===== config.mk =====
export PLATFORM = sky130hd
export DESIGN_NAME = exe_muldiv
export DESIGN_NICKNAME = d
export VERILOG_FILES = /design/src/rtl/exe_muldiv.sv
export SDC_FILE = /design/constraint.sdc
export NUM_CORES = 2
export LEC_CHECK = 0
export ABC_AREA = 1
export BUFFER_PORTS_ARGS = -buffer_cell sky130_fd_sc_hd__buf_4
export CAP_MARGIN = 30
export CORE_UTILIZATION = 60
export CTS_BUF_LIST = sky130_fd_sc_hd__clkbuf_2 sky130_fd_sc_hd__clkbuf_4 sky130_fd_sc_hd__clkbuf_8
export DETAILED_ROUTE_END_ITERATION = 7
export PLACE_DENSITY_LB_ADDON = 0.1
export REMOVE_ABC_BUFFERS = 1
export SETUP_SLACK_MARGIN = 0.05
export SLEW_MARGIN = 40
export SYNTH_ARGS = -nofsm -noshare
export SYNTH_HDL_FRONTEND = slang
export SYNTH_SLANG_ARGS = --single-unit

===== constraint.sdc =====
create_clock -name clk_i -period 14.85 [get_ports clk_i]
set_input_delay 0.7425 -clock clk_i [delete_from_list [all_inputs] [get_ports clk_i]]
set_output_delay 0.7425 -clock clk_i [all_outputs]
set_load 0.02 [all_outputs]

===== src/rtl/exe_muldiv.sv =====
// RV32M multiply/divide unit sitting behind the ID/EX register.
// Latency: MUL family 2 cycles, DIV family 33 cycles, divide special cases 1 cycle.
// Backpressure: hold_o freezes the upstream pipeline from start until the result (DONE) cycle.
module exe_muldiv #(
    parameter int XLEN    = 32,
    parameter int RADDR_W = 5
) (
    input  logic               clk_i,
    input  logic               rst_i,
    input  logic [XLEN-1:0]    op1_i,
    input  logic [XLEN-1:0]    op2_i,
    input  logic [31:0]        inst_i,
    input  logic               reg_we_i,
    input  logic [RADDR_W-1:0] reg_waddr_i,
    input  logic               flush_i,
    output logic               hold_o,
    output logic               result_valid_o,
    output logic [XLEN-1:0]    result_o,
    output logic               reg_we_o,
    output logic [RADDR_W-1:0] reg_waddr_o
);

    localparam int CNT_W = $clog2(XLEN);
    localparam logic [CNT_W-1:0] CNT_LAST = CNT_W'(XLEN - 1);
    localparam logic [XLEN-1:0]  INT_MIN  = {1'b1, {(XLEN-1){1'b0}}};

    typedef enum logic [1:0] {S_IDLE, S_MUL, S_DIV, S_DONE} state_t;

    state_t state, state_nxt;

    // Captured operation context
    logic [XLEN-1:0]    a_q;        // op1 for MUL, dividend magnitude / quotient shift reg for DIV
    logic [XLEN-1:0]    b_q;        // op2 for MUL, divisor magnitude for DIV
    logic [XLEN-1:0]    rem_q;
    logic [2:0]         f3_q;
    logic               we_q;
    logic [RADDR_W-1:0] rd_q;
    logic               neg_quo_q;
    logic               neg_rem_q;
    logic [CNT_W-1:0]   cnt_q;

    // Decode of the instruction currently in ID/EX
    logic       is_m, start, div_zero, div_ovf, div_special, is_signed_div;
    logic [2:0] f3_in;
    logic [XLEN-1:0] special_res, op1_mag, op2_mag;
    logic unused_inst;

    assign is_m          = (inst_i[6:0] == 7'b0110011) && (inst_i[31:25] == 7'b0000001);
    assign f3_in         = inst_i[14:12];
    assign unused_inst   = ^{inst_i[24:15], inst_i[11:7]};
    assign start         = (state == S_IDLE) && is_m && !flush_i;
    assign is_signed_div = !f3_in[0];
    assign div_zero      = (op2_i == '0);
    assign div_ovf       = is_signed_div && (op1_i == INT_MIN) && (op2_i == '1);
    assign div_special   = f3_in[2] && (div_zero || div_ovf);
    // Divide-by-zero: quotient all ones, remainder = dividend. Overflow: quotient INT_MIN, remainder 0.
    assign special_res   = div_zero ? (f3_in[1] ? op1_i : '1)
                                    : (f3_in[1] ? '0 : INT_MIN);
    assign op1_mag       = (is_signed_div && op1_i[XLEN-1]) ? -op1_i : op1_i;
    assign op2_mag       = (is_signed_div && op2_i[XLEN-1]) ? -op2_i : op2_i;

    // Multiplier: both operands extended to 2*XLEN so one unsigned product covers all signedness mixes
    logic            mul_a_sx, mul_b_sx;
    logic [2*XLEN-1:0] mul_a, mul_b, prod;
    logic [XLEN-1:0] mul_res;

    assign mul_a_sx = (f3_q[1:0] != 2'b11) && a_q[XLEN-1];
    assign mul_b_sx = !f3_q[1] && b_q[XLEN-1];
    assign mul_a    = {{XLEN{mul_a_sx}}, a_q};
    assign mul_b    = {{XLEN{mul_b_sx}}, b_q};
    assign prod     = mul_a * mul_b;
    assign mul_res  = (f3_q[1:0] == 2'b00) ? prod[XLEN-1:0] : prod[2*XLEN-1:XLEN];

    // One restoring-division step on magnitudes
    logic [XLEN:0]   partial, diff;
    logic            sub_ok;
    logic [XLEN-1:0] rem_nxt, quo_nxt, div_res;

    assign partial = {rem_q, a_q[XLEN-1]};
    assign diff    = partial - {1'b0, b_q};
    assign sub_ok  = !diff[XLEN];
    assign rem_nxt = sub_ok ? diff[XLEN-1:0] : partial[XLEN-1:0];
    assign quo_nxt = {a_q[XLEN-2:0], sub_ok};
    assign div_res = f3_q[1] ? (neg_rem_q ? -rem_nxt : rem_nxt)
                             : (neg_quo_q ? -quo_nxt : quo_nxt);

    // Completion: the cycle before DONE, with the result and writeback target to register
    logic               fin;
    logic [XLEN-1:0]    fin_res;
    logic               fin_we;
    logic [RADDR_W-1:0] fin_rd;

    always_comb begin
        fin     = 1'b0;
        fin_res = special_res;
        fin_we  = we_q;
        fin_rd  = rd_q;
        if (start && div_special) begin
            fin    = 1'b1;
            fin_we = reg_we_i;
            fin_rd = reg_waddr_i;
        end else if (state == S_MUL && !flush_i) begin
            fin     = 1'b1;
            fin_res = mul_res;
        end else if (state == S_DIV && !flush_i && cnt_q == CNT_LAST) begin
            fin     = 1'b1;
            fin_res = div_res;
        end
    end

    // State register
    always_ff @(posedge clk_i) begin
        if (rst_i) state <= S_IDLE;
        else       state <= state_nxt;
    end

    // Next-state logic; flush aborts from any state except that DONE always returns to IDLE
    always_comb begin
        state_nxt = state;
        case (state)
            S_IDLE: if (start) state_nxt = div_special ? S_DONE : (f3_in[2] ? S_DIV : S_MUL);
            S_MUL:  state_nxt = flush_i ? S_IDLE : S_DONE;
            S_DIV:  if (flush_i) state_nxt = S_IDLE;
                    else if (cnt_q == CNT_LAST) state_nxt = S_DONE;
            S_DONE: state_nxt = S_IDLE;
            default: state_nxt = S_IDLE;
        endcase
    end

    // Stall request: asserted combinationally on start and while an operation is in flight
    always_comb begin
        hold_o = start || (state == S_MUL) || (state == S_DIV);
    end

    // Operand capture, divide iteration and registered result outputs
    always_ff @(posedge clk_i) begin
        if (rst_i) begin
            a_q            <= '0;
            b_q            <= '0;
            rem_q          <= '0;
            f3_q           <= '0;
            we_q           <= 1'b0;
            rd_q           <= '0;
            neg_quo_q      <= 1'b0;
            neg_rem_q      <= 1'b0;
            cnt_q          <= '0;
            result_valid_o <= 1'b0;
            result_o       <= '0;
            reg_we_o       <= 1'b0;
            reg_waddr_o    <= '0;
        end else begin
            result_valid_o <= 1'b0;
            reg_we_o       <= 1'b0;
            if (start) begin
                a_q       <= f3_in[2] ? op1_mag : op1_i;
                b_q       <= f3_in[2] ? op2_mag : op2_i;
                rem_q     <= '0;
                f3_q      <= f3_in;
                we_q      <= reg_we_i;
                rd_q      <= reg_waddr_i;
                neg_quo_q <= is_signed_div && (op1_i[XLEN-1] ^ op2_i[XLEN-1]);
                neg_rem_q <= is_signed_div && op1_i[XLEN-1];
                cnt_q     <= '0;
            end else if (state == S_DIV) begin
                a_q   <= quo_nxt;
                rem_q <= rem_nxt;
                cnt_q <= cnt_q + 1'b1;
            end
            if (fin) begin
                result_valid_o <= 1'b1;
                result_o       <= fin_res;
                reg_we_o       <= fin_we && (fin_rd != '0);
                reg_waddr_o    <= fin_rd;
            end
        end
    end

endmodule


==> impl_metrics.csv <==
group,metric,value,unit
grt,antenna_found_initial,5,
die,rows,108,
detailed_routing,routed_wl,165000,um
timing,setup_violations,0,
placed_design,portBuffers,129,
logic_synthesis,synth_top_cell_by_area,"fa_1",
die,ios,145,
job,drv_cap,0,
critical_path,required,15.27,ns
clocking,cts_setup_buffers,0,
timing,fin_skew,0.0208,ns
run_status,run_status,"finished, final reports clean",
critical_path,critPathMaxFanout,17,
logic_synthesis,synth_warnings,0,
grt,grt_max_degree,66,
final_layout,drive_gt1_frac,0.0507,
placed_design,dp_hpwl,133000,um
clocking,clkSlewWorstSetupHoldPaths,0.10,ns
grt,grt_use_total,0.383,
clocking,cts.sinks,152,
timing,setup_slack,5.04,ns
timing,period_needed,9.81,ns
clocking,ctsHoldBuffers,0,
critical_path,critPathLaunchType,"register",
detailed_routing,ant_nets,0,
logic_synthesis,synthCells,7132,
timing,relSlewSlack,0.409,
logic_synthesis,synth.cell_area,0.0525,mm2
final_layout,fin_nets,8497,
logic_synthesis,ys_seq_area_frac,0.0580,
clocking,cts-resized-gates,0,
clocking,cts.path.max_buffers,2,
logic_synthesis,synth_area_leaders,"fa_1 (43%), inv_1 (14%), nand2_1 (13%)",
timing,rsz0062_at_grt,"no",
timing,fmax,102,MHz
final_layout,syn_to_final_growth,4.04,%
grt,grt_use_met3,0.0510,
logic_synthesis,synth-async-reset-ratio,0,
final_layout,design_area,0.0546,mm2
grt,grt_use_met1,0.511,
clocking,cts_max_level,4,
grt,use_met2,0.633,
pwr,max-vdd-ir-drop,0.000288,V
detailed_routing,vias,45500,
timing,max_slew.worst_pin.slew,0.875,ns
placed_design,dpl_cell_area,0.0542,mm2
logic_synthesis,synth_top_flop_cell,"dfxtp_1",
final_layout,nFillCells,8100,
timing,finalMaxSlewViolations,0,
pwr,p_leak,30.4,nW
die,die_w,298,um
worst_hold_path,holdCritPathClass,"in2reg",
clocking,clockRootBuffer,"clkbuf_8",
critical_path,crit_type,"reg2reg",
detailed_routing,avgViaCountPerCell,5.57,
clocking,cts_buffers,17,
critical_path,end_kind,"register",
pwr,powerDensity,87.1,mW/mm2
logic_synthesis,synth_top_area_share,0.430,
logic_synthesis,syn_avg_cell_area,7.36,um2
die,dieArea,0.0886,mm2
placed_design,gp_congestion,1.03,
die,core_area,0.0868,mm2
timing,tns,0,ns
clocking,cts_tree,"done",
final_layout,seq_area,0.00306,mm2
detailed_routing,dr.pass1.iters,6,
die,initial_core_util,0.605,
logic_synthesis,synth_commonest_cells,"inv_1 (1894), nand2_1 (1813), fa_1 (1126)",
final_layout,multiInputGateArea,0.0409,mm2
grt,gr-max-usage-layer,"met2",
critical_path,arrival,10.23,ns
timing,fin_crit_sh,0.661,
logic_synthesis,synth.distinct_cells,62,
critical_path,cp_slowest_cell,"fa_2",
timing,hold_slack,0.438,ns
grt,grt_overflow,0,
logic_synthesis,yosysMostFrequentCell,"inv_1",
detailed_routing,drt-initial-drc-count,3969,
logic_synthesis,synth-edff-count,0,
clocking,clk_latency,0.53,ns
logic_synthesis,ys_ff_latch,152,
placed_design,dp_slack,5.16,ns
grt,grt_pass1_wl,262000,um
detailed_routing,wl_per_cell,20.1,um
die,die_h,298,um
timing,finalHoldViolCount,0,
detailed_routing,route.detailed.drc,0,
grt,grt_pass1_vias,46600,
critical_path,max_stage_delay,0.71,ns
[worst max-delay path: cells and delay by family (launching register included)]
kind                     cells  cell delay (ns)
adder cells (fa/ha/maj)      9             4.82
buffers and inverters        9             1.98
AO/OA/AOI/OAI                7             1.41
AND/OR/NAND/NOR              7             1.10
flip-flops                   1             0.34
[state kept, by name (all words and copies together), names as in the netlist]
| signal | cells |
|---|---|
| cnt_q | 5 |
| neg_quo_q | 1 |
| rem_q | 32 |
| rd_q | 5 |
| a_q | 32 |
| f3_q | 2 |
| neg_rem_q | 1 |
| we_q | 1 |
| result_o | 32 |
| b_q | 32 |
| reg_waddr_o | 5 |
| result_valid_o | 1 |
| reg_we_o | 1 |
| state | 2 |
[stage by stage]
stage | cells | util | power [W]
2_1_floorplan | 6778 | - | 0.00327
3_3_place_gp | 8146 | 0.624 | 0.00430
3_5_place_dp | 8146 | 0.625 | 0.00432
4_1_cts | 8178 | 0.629 | 0.00467
5_1_grt | 8178 | 0.629 | 0.00516
6_report | 8179 | 0.629 | 0.00476
[cell usage in the layout, fill, tap and decap left out, drive strengths merged, types with 5 or more instances in the layout]
master	count
a211oi	5
a21boi	5
a21o	20
a21oi	271
a31oi	25
a32o	11
and3	9
buf	213
clkbuf	20
clkinv	8
dfxtp	152
fa	1126
ha	256
inv	1915
nand2	1841
nand3	211
nand3b	14
nand4	51
nor2	318
nor3	45
nor4	13
o211ai	55
o21a	6
o21ai	277
o21bai	13
o221ai	7
o22ai	29
o31ai	7
or2	14
xnor2	28
xor2	37
[layer usage]
| layer | up-vias | share of wire | wire length [um] |
|---|---|---|---|
| met5 | - | 0.00047 | 78 |
| met2 | 2095 | 0.47 | 77500 |
| met3 | 425 | 0.086 | 14200 |
| li1 | 20600 | - | - |
| met1 | 22400 | 0.40 | 65000 |
| met4 | 8 | 0.047 | 7790 |
[final timing paths]
kind	from	to	slack (ns)	cells past startpoint
worst max register to register	a_q[31]$_SDFFE_PP0P_	result_o[27]$_SDFFE_PP0N_	5.04	32
worst min register to register	result_o[15]$_SDFFE_PP0N_	result_o[15]$_SDFFE_PP0N_	0.46	2
worst min-delay path	reg_waddr_i[4]	rd_q[4]$_SDFFE_PP0P_	0.44	3
worst max-delay path	a_q[31]$_SDFFE_PP0P_	result_o[27]$_SDFFE_PP0N_	5.04	32
[cell type report]
class | instances | area share
Inverter | 1913 | 0.132
Timing Repair Buffer | 213 | 0.0293
Clock inverter | 12 | 0.00236
Multi-Input combinational cell | 4713 | 0.749
Sequential cell | 152 | 0.0561
Antenna cell | 1 | 0.0000458
Tap cell | 1155 | 0.0265
Clock buffer | 20 | 0.00504
[power breakdown]
group          total, W  switching [W]  internal [W]
sequential     0.000487      0.0000387      0.000449
combinational   0.00392        0.00283       0.00109
clock          0.000348       0.000197      0.000151
[logic make-up (layout without fill, tap and decap cells)]
group	Yosys count	count (layout)	share of synthesized area
flip-flops	152	152	0.0580
other	0	1	0
buffers and inverters	2267	2158	0.163
adder cells (fa/ha/maj)	1382	1382	0.491
AO/OA/AOI/OAI	747	747	0.0813
XOR/XNOR	65	65	0.0108
AND/OR/NAND/NOR	2519	2519	0.196
No activity file was read; power rests on OpenSTA's default activity.
